File: src/rtl/branch_prediction_table.sv
// Branch direction predictor: table of saturating counters indexed by PC, optionally gshare-folded
// with a global history register, plus a one-entry-per-cycle clear sweep.
module branch_prediction_table #(
    parameter int unsigned ENTRIES   = 16,
    parameter int unsigned CTR_BITS  = 2,
    parameter int unsigned PC_BITS   = 32,
    parameter int unsigned PC_LSB    = 2,
    parameter int unsigned HIST_BITS = 0
) (
    input  logic                                         bpt_clk,
    input  logic                                         bpt_rst,
    input  logic                                         bpt_lookup_valid,
    input  logic [PC_BITS-1:0]                           bpt_lookup_pc,
    output logic                                         bpt_pred_valid,
    output logic                                         bpt_pred_taken,
    output logic [CTR_BITS-1:0]                          bpt_pred_counter,
    output logic [((HIST_BITS > 0) ? HIST_BITS : 1)-1:0] bpt_pred_hist,
    input  logic                                         bpt_update_valid,
    input  logic [PC_BITS-1:0]                           bpt_update_pc,
    input  logic [((HIST_BITS > 0) ? HIST_BITS : 1)-1:0] bpt_update_hist,
    input  logic                                         bpt_update_taken,
    input  logic                                         bpt_clear,
    output logic                                         bpt_busy
);

    localparam int unsigned IDX_BITS = $clog2(ENTRIES);
    localparam int unsigned HW       = (HIST_BITS > 0) ? HIST_BITS : 1;
    localparam logic [CTR_BITS-1:0] CTR_INIT = CTR_BITS'((1 << (CTR_BITS - 1)) - 1);
    localparam logic [CTR_BITS-1:0] CTR_MAX  = '1;
    localparam logic [IDX_BITS-1:0] LAST_IDX = IDX_BITS'(ENTRIES - 1);

    typedef enum logic {
        IDLE  = 1'b0,
        CLEAR = 1'b1
    } state_t;

    state_t                state;
    state_t                state_next;
    logic [IDX_BITS-1:0]   sweep_idx;
    logic [HW-1:0]         ghr;
    logic [HW-1:0]         ghr_shift;
    logic [CTR_BITS-1:0]   table_q [ENTRIES];

    logic [IDX_BITS-1:0]   lk_base;
    logic [IDX_BITS-1:0]   up_base;
    logic [IDX_BITS-1:0]   lk_idx;
    logic [IDX_BITS-1:0]   up_idx;
    logic [CTR_BITS-1:0]   up_new;
    logic [CTR_BITS-1:0]   lk_ctr;

    logic                  do_lookup;
    logic                  do_update;
    logic                  do_start;
    logic                  do_sweep;

    logic                  unused_pc_bits;
    assign unused_pc_bits = ^{bpt_lookup_pc, bpt_update_pc, bpt_update_hist};

    function automatic logic [CTR_BITS-1:0] sat_step(input logic [CTR_BITS-1:0] c,
                                                     input logic               taken);
        if (taken) begin
            return (c == CTR_MAX) ? c : c + CTR_BITS'(1);
        end
        return (c == '0) ? c : c - CTR_BITS'(1);
    endfunction

    assign lk_base = bpt_lookup_pc[PC_LSB +: IDX_BITS];
    assign up_base = bpt_update_pc[PC_LSB +: IDX_BITS];

    // Index folding and history shift depend on whether history is configured at all.
    generate
        if (HIST_BITS == 0) begin : g_bimodal
            assign lk_idx    = lk_base;
            assign up_idx    = up_base;
            assign ghr_shift = '0;
        end else begin : g_gshare
            assign lk_idx = lk_base ^ IDX_BITS'(ghr);
            assign up_idx = up_base ^ IDX_BITS'(bpt_update_hist);
            if (HIST_BITS == 1) begin : g_h1
                assign ghr_shift = bpt_update_taken;
            end else begin : g_hn
                assign ghr_shift = {ghr[HW-2:0], bpt_update_taken};
            end
        end
    endgenerate

    assign up_new = sat_step(table_q[up_idx], bpt_update_taken);

    // Write-first bypass: a same-cycle update to the looked-up entry is visible in the prediction.
    always_comb begin
        lk_ctr = table_q[lk_idx];
        if (do_update && (up_idx == lk_idx)) begin
            lk_ctr = up_new;
        end
    end

    always_ff @(posedge bpt_clk or posedge bpt_rst) begin
        if (bpt_rst) begin
            state <= IDLE;
        end else begin
            state <= state_next;
        end
    end

    always_comb begin
        state_next = state;
        case (state)
            IDLE:    if (bpt_clear) state_next = CLEAR;
            CLEAR:   if (sweep_idx == LAST_IDX) state_next = IDLE;
            default: state_next = IDLE;
        endcase
    end

    always_comb begin
        do_lookup = 1'b0;
        do_update = 1'b0;
        do_start  = 1'b0;
        do_sweep  = 1'b0;
        case (state)
            IDLE: begin
                do_lookup = bpt_lookup_valid;
                do_update = bpt_update_valid && !bpt_clear;
                do_start  = bpt_clear;
            end
            CLEAR:   do_sweep = 1'b1;
            default: ;
        endcase
    end

    always_ff @(posedge bpt_clk or posedge bpt_rst) begin
        if (bpt_rst) begin
            sweep_idx <= '0;
            ghr       <= '0;
        end else if (do_start) begin
            sweep_idx <= '0;
            ghr       <= '0;
        end else begin
            if (do_sweep) begin
                sweep_idx <= sweep_idx + IDX_BITS'(1);
            end
            if (do_update) begin
                ghr <= ghr_shift;
            end
        end
    end

    always_ff @(posedge bpt_clk or posedge bpt_rst) begin
        if (bpt_rst) begin
            for (int i = 0; i < int'(ENTRIES); i++) begin
                table_q[i] <= CTR_INIT;
            end
        end else if (do_sweep) begin
            table_q[sweep_idx] <= CTR_INIT;
        end else if (do_update) begin
            table_q[up_idx] <= up_new;
        end
    end

    // Prediction outputs hold their last values between accepted lookups.
    always_ff @(posedge bpt_clk or posedge bpt_rst) begin
        if (bpt_rst) begin
            bpt_pred_valid   <= 1'b0;
            bpt_pred_taken   <= 1'b0;
            bpt_pred_counter <= '0;
            bpt_pred_hist    <= '0;
            bpt_busy         <= 1'b0;
        end else begin
            bpt_pred_valid <= do_lookup;
            bpt_busy       <= (state_next == CLEAR);
            if (do_lookup) begin
                bpt_pred_counter <= lk_ctr;
                bpt_pred_taken   <= lk_ctr[CTR_BITS-1];
                bpt_pred_hist    <= ghr;
            end
        end
    end

endmodule

File: config.mk
export PLATFORM = sky130hd
export DESIGN_NAME = branch_prediction_table
export DESIGN_NICKNAME = d
export VERILOG_FILES = /design/src/rtl/branch_prediction_table.sv
export SDC_FILE = /design/constraint.sdc
export NUM_CORES = 1
export LEC_CHECK = 0
export CAP_MARGIN = 20
export CELL_PAD_IN_SITES_DETAIL_PLACEMENT = 1
export CELL_PAD_IN_SITES_GLOBAL_PLACEMENT = 1
export CORE_AREA = 2 2 78 95
export DETAILED_ROUTE_END_ITERATION = 10
export DIE_AREA = 0 0 80 97
export PLACE_DENSITY = 0.85
export SLEW_MARGIN = 5
export SYNTH_ARGS = -nofsm -noshare
export SYNTH_HDL_FRONTEND = slang
export SYNTH_SLANG_ARGS = --single-unit
File: constraint.sdc
create_clock -name bpt_clk -period 2.85 [get_ports bpt_clk]
set_input_delay 0.4275 -clock bpt_clk [delete_from_list [all_inputs] [get_ports bpt_clk]]
set_output_delay 0.4275 -clock bpt_clk [all_outputs]
set_load 0.05 [all_outputs]
==> results by group, run 1 <==
Run status
  – Status: completed

Route
  – Vias per inst: between 5 and 6
  – Final wirelength: 7430 µm
  – DR vias: 2,032
  – WL/cell: roughly 21 µm
  – Routed Antenna Nets: 0
  – # DRC: 0
  – Detailed Routing Iterations Pass 1: 4
  – Starting DRT DRC Count: approximately 120

Final layout
  – Layout cells sized above 1: 0.265
  – Fill count: between 700 and 800
  – Commonest cells after routing, fill and taps aside: 34 x nand2_1, 24 x dfrtp_1, 18 x mux4_2, 18 x mux2i_1, 18 x clkdlybuf4s50_1
  – Total Nets Final: ~330
  – Commonest non-fill, non-tap cell in the layout: nand2_1
  – Diode count: 0
  – Area growth syn-to-layout: 14.2%
  – Fin util: 0.451

Placed design
  – GPL Wtd Cong: ~0.85
  – Hpwl dp: roughly 5500 µm
  – Pre-CTS setup slack: -0.0645 ns
  – IO Port Bufs: 18

STA
  – Final Cycle Share: 0.904
  – Crit path time final: about 2.6 ns
  – FMAX: 388 MHz
  – Final Skew: around 0.0062 ns
  – Worst slew pin tran: roughly 0.55 ns
  – Count of final hold-check violations: 0
  – Setup TNS: 0 ns
  – Pins over their slew limit: 0
  – Worst setup margin: about 0.28 ns
  – Min Hold Slack: roughly 0.54 ns
  – Final setup fails: 0
  – Worst slew margin: 0.629
  – RSZ-0062 raised after global routing: false

Worst setup path
  – CP max-delay cell: mux4_2
  – Critical Path AT: roughly 2.8 ns
  – Critical path class: input pin to flop
  – Cell family with most CP delay: multiplexers
  – Reg2reg end: table_q[17]
  – Critical-path maximum fanout: 20
  – CP required: between 3 and 4 ns
  – Buf/Inv on CP: 2
  – CP Capture Type: flop
  – Crit path cell chain: clkdlybuf4s50_1 -> buf_12 -> mux4_2 -> mux2_2 -> a21oi_2 -> o32a_4 -> o211ai_1
  – R2R Path Start: bpt_busy
  – Register-to-Register Path Depth: 5
  – Crit-path max cell delay: approximately 0.54 ns
  – CP Launch Type: input pin
  – R2r setup slk: ~0.64 ns

Synth
  – Register area share after synthesis: 0.382
  – Post-synthesis instance area: around 2700 µm²
  – Synthesis-stage register bit count: 40
  – Number of library cell types mapped by synthesis: 38
  – Post-Synthesis Mean Instance Area: around 11 µm²
  – Syn nets: approximately 320
  – Syn Inst Count: ~240
  – Yosys warns: 0

Floorplanning
  – Starting Density: 0.395
  – Core area: a little under 7000 µm²
  – Die Ht: ~97 µm
  – Die W: ~80 µm
  – FP Rows: 33
  – Top-Level Pins: between 70 and 80
  – Die area: just under 8000 µm²

Clock network
  – Clock latency on the worst-skew pair: between 0.3 and 0.4 ns
  – Post-cts repair resize count: 0
  – CTS Buffer Depth: 2
  – TritonCTS buffer count: 5
  – H-tree levels: 2
  – CTS tree: built
  – Root buf cell: clkbuf_8
  – # Post-CTS Setup Buffers: 0
  – CTS Sinks: 40
  – CTS Hold Bufs: 0
  – Clock slew at reported path FFs: 0.08 ns

Global route
  – Vias in the first global route: approximately 2,300
  – GR peak layer: met2
  – Global-route wire length before repair: ~12,000 µm
  – Total GRT Usage: 0.212
  – Initial antenna violation count: 0
  – M3 GR Usage: 0.0364
  – Routing usage on met2: 0.357
  – Largest net degree at the start of global routing: a little over 40
  – Met1 usage: 0.266
  – GRT overflow: 0

Power
  – Pleak: ~1.1 nW
  – Clock share of power: 0.197
  – Switching power: approximately 1000 µW
  – Peak VDD IR: 0.000342 V
  – Internal power: around 1.4 mW
  – Combinational power share: 0.403
  – Pwr Density: around 800 nW/µm²
  – Total Power: roughly 2.4 mW
  – Power share of the sequential group: 0.400
  – Sw frac: 0.409

Run
  – Max cap viols: 0

Worst hold path
  – Hold Crit Class: input pin to async pin
[logic make-up after synthesis]
| logic type | share of synthesized area |
|---|---|
| AO/OA/AOI/OAI | 0.0861 |
| XOR/XNOR | 0.0131 |
| adder cells (fa/ha/maj) | 0.0187 |
| buffers and inverters | 0.0403 |
| flip-flops | 0.382 |
| multiplexers | 0.291 |
| other | 0.00140 |
| AND/OR/NAND/NOR | 0.168 |
[flip-flops by register name (all words and copies together), names as in the netlist]
register / cells
bpt_pred_counter: 1
table_q: 32
bpt_busy: 1
sweep_idx: 4
bpt_pred_valid: 1
bpt_pred_taken: 1
[through the flow]
step                cells  cell area (µm²)
floorplan             242             2670
global placement      339             2940
detailed placement    339             2940
CTS                   347             3050
global route          347             3050
finish                347             3050
[synth_stat cells]
cell      number  area (µm²)
a211oi_1       2        15.0
a21oi_1       12        60.1
a21oi_2        6        52.6
a31oi_1        1        6.26
and3_1         1        6.26
and4_1         2        17.5
buf_2          2        10.0
buf_4          3        22.5
buf_6          1        11.3
buf_8          1        15.0
clkbuf_1       9        33.8
conb_1         1        3.75
dfrtp_1       24         601
dfstp_2       16         420
ha_1           4        50.1
inv_1          4        15.0
mux2_2         5        56.3
mux2i_1       18         180
mux2i_4        6         135
mux4_2        18         405
nand2_1       34         128
nand2b_1       3        18.8
nand3_1       11        55.1
nand3b_1       4        30.0
nand4_1        2        12.5
nor2_1        16        60.1
nor2b_1        7        43.8
nor3_1         5        25.0
nor3b_1        6        45.0
o211ai_1       2        15.0
o21ai_0        5        25.0
o21ai_1        3        15.0
o31ai_1        1        7.51
o32a_2         1        11.3
o32a_4         1        22.5
or3_1          1        6.26
xnor2_1        3        26.3
xor2_1         1        8.76
[how the worst max path moves through the flow]
stage | cells past startpoint | to | startpoint
detailed placement | 7 | bpt_pred_counter[0] | bpt_update_pc[2]
floorplan | 7 | table_q[16] | bpt_update_pc[2]
global route | 7 | bpt_pred_counter[0] | bpt_update_pc[2]
global placement | 7 | bpt_pred_counter[0] | bpt_update_pc[2]
CTS | 7 | bpt_pred_counter[0] | bpt_update_pc[2]
finish | 7 | bpt_pred_counter[0] | bpt_update_pc[2]
[power groups by stage]
stage	logic, mW	clock network [mW]	registers (mW)
after detailed placement	0.971	0	0.980
final	0.982	0.480	0.974
after floorplan	0.697	0	0.923
after global routing	1.06	0.504	1.00
after global placement	0.925	0	0.947
after CTS	0.980	0.483	0.969
[area by class of cell]
class	count	area (µm²)	area share
Multi-Input combinational cell	182	1540	0.506
Sequential cell	40	1020	0.334
Timing Repair Buffer	26	253	0.0828
Tap cell	87	109	0.0357
Clock buffer	5	68.8	0.0225
Clock inverter	3	42.5	0.0139
Inverter	4	15.0	0.00492
[routing by layer]
layer / part of all wire / vias up
met4: 0.028 / 0
met3: 0.035 / 18
met2: 0.53 / 54
li1: - / 908
met5: 0 / -
met1: 0.41 / 1052
[worst register-to-register path: cells and delay by family (launching register included)]
kind,cells,cell delay [ns]
multiplexers,1,0.25
AND/OR/NAND/NOR,4,1.32
flip-flops,1,0.56
Power figures use the tool's default switching activity.
==> run 2: changes to the inputs <==
- CORE_AREA: 2 2 78 95 -> 3 3 79 96
- DIE_AREA: 0 0 80 97 -> 0 0 82 99
==> results by group, run 2 (same netlist as run 1, synthesis figures left out) <==
Run status
  – Status: completed

STA
  – Final setup fails: 0
  – Crit path time final: ~2.6 ns
  – Worst slew pin tran: roughly 0.59 ns
  – Worst setup margin: 0.263 ns
  – FMAX: 387 MHz
  – Pins over their slew limit: 0
  – RSZ-0062 raised after global routing: false
  – Final Cycle Share: 0.908
  – Worst slew margin: 0.602
  – Count of final hold-check violations: 0
  – Final Skew: slightly below 0.009 ns

Route
  – Routed Antenna Nets: 0
  – DR vias: approximately 2,000
  – Final wirelength: around 7300 µm
  – Detailed Routing Iterations Pass 1: 4
  – WL/cell: ~21 µm
  – # DRC: 0
  – Starting DRT DRC Count: 125
  – Vias per inst: around 5.9

Worst hold path
  – Hold Crit Class: flop to flop
  – WHS Endpoint: bpt_pred_counter[0]
  – Hold_sp: bpt_pred_counter[0]
  – Hold Path Stages: 2

Final layout
  – Layout cells sized above 1: 0.264
  – Top flop regs: table_q: 32 flops, sweep_idx: 4 flops
  – Register name with the most flops: table_q
  – Final Instance Area: 3060 µm²
  – Max reg flops: 32
  – Area growth syn-to-layout: 14.4%
  – Fin util: 0.451
  – Total Nets Final: 335
  – Commonest non-fill, non-tap cell in the layout: nand2_1
  – Diode count: 0
  – Commonest cells after routing, fill and taps aside: 34 x nand2_1, 24 x dfrtp_1, 18 x mux4_2, 18 x mux2i_1, 18 x clkdlybuf4s50_1

Clock network
  – Clock latency on the worst-skew pair: ~0.30 ns
  – Clock slew at reported path FFs: approximately 0.08 ns
  – # Post-CTS Setup Buffers: 0
  – CTS Sinks: 40
  – TritonCTS buffer count: 5
  – Post-cts repair resize count: 0
  – CTS Buffer Depth: 2
  – Root buf cell: clkbuf_8
  – CTS Hold Bufs: 0
  – CTS tree: built
  – H-tree levels: 2

Floorplanning
  – Die Ht: between 90 and 100 µm
  – Die area: between 8000 and 9000 µm²
  – Core area: approximately 6800 µm²
  – FP Rows: 33
  – Die W: around 82 µm
  – Starting Density: 0.395
  – Top-Level Pins: slightly below 80

Power
  – Total Power: roughly 2.4 mW
  – Pwr Density: between 700 and 800 nW/µm²
  – Combinational power share: 0.404
  – Sw frac: 0.403
  – Clock share of power: 0.196
  – Pleak: 1.14 nW
  – Switching power: 978 µW
  – Peak VDD IR: roughly 0.00033 V
  – Power share of the sequential group: 0.400
  – Internal power: 1.45 mW

Worst setup path
  – Crit-path max cell delay: about 0.52 ns
  – CP max-delay cell: clkdlybuf4s50_1
  – Critical path class: input pin to flop
  – Crit path cell chain: clkdlybuf4s50_1 -> buf_12 -> mux4_2 -> mux2_2 -> a21oi_1 -> o32a_4 -> o211ai_1
  – CP Capture Type: flop
  – Reg2reg end: table_q[14]
  – CP Launch Type: input pin
  – CP required: a little over 3 ns
  – R2r setup slk: ~0.65 ns
  – Critical-path maximum fanout: 20
  – Critical Path AT: roughly 2.8 ns
  – Register-to-Register Path Depth: 5
  – R2R Path Start: bpt_busy

Placed design
  – Hpwl dp: about 5300 µm
  – GPL Wtd Cong: 0.892
  – IO Port Bufs: 18
  – Area after DPL: 2950 µm²
  – Pre-CTS setup slack: -0.0534 ns

Global route
  – Global-route wire length before repair: 12,100 µm
  – Vias in the first global route: about 2,300
  – GRT overflow: 0
  – GR peak layer: met2
  – Met1 usage: 0.248
  – Total GRT Usage: 0.198
  – M3 GR Usage: 0.0329
  – Initial antenna violation count: 0
  – Routing usage on met2: 0.328
  – Largest net degree at the start of global routing: 41

Run
  – Max cap viols: 0
## run 2: changes by cell type in the layout (fill, tap and decap cells not counted), sizes merged
cell,previous run,this run
clkbuf,5,6
buf,8,9
clkinvlp,1,0
## run 2: worst max-delay path by stage
stage / start / endpoint / slack [ns]
after floorplan: bpt_update_pc[2] / table_q[16] / 0.77
after global placement: bpt_update_pc[2] / bpt_pred_counter[0] / 0.02
after detailed placement: bpt_update_pc[2] / bpt_pred_counter[0] / -0.05
after CTS: bpt_update_pc[2] / bpt_pred_counter[0] / 0.27
after global routing: bpt_update_pc[2] / bpt_pred_counter[0] / 0.20
final: bpt_update_pc[2] / bpt_pred_counter[0] / 0.26
## run 2: area by class of cell
class                   count  area (µm²)
fillers                   758        3710
multi-input cells         182        1540
flip-flops and latches     40        1020
repair buffers             27         260
well taps                  87         109
clock buffers               6        72.6
clock inverters             2        35.0
inverters                   4        15.0
## run 2: per-stage QoR
stage,instances,hold WS (ns),TNS [ns]
2_1_floorplan,242,0.479,0
3_3_place_gp,340,0.486,0
3_5_place_dp,340,0.522,-0.0718
4_1_cts,348,0.540,0
5_1_grt,348,0.582,0
6_report,348,0.528,0
## run 2: routing by layer
metal	share of wire	routed length, µm
met5	0	0
met4	0.031	223
met3	0.044	318
met2	0.51	3750
met1	0.41	2990
## run 2: power by group through the flow
stage	clock [mW]	sequential, mW	combinational (mW)
floorplan	0	0.923	0.697
global placement	0	0.946	0.934
detailed placement	0	0.967	0.979
CTS	0.484	0.962	0.984
global route	0.509	0.988	1.08
finish	0.476	0.969	0.980
## run 2: worst max-delay path: cells and delay by family
family | cells | cell delay, ns
AOI/OAI and AO/OA | 3 | 0.78
muxes | 2 | 0.84
buffers and inverters | 2 | 0.71
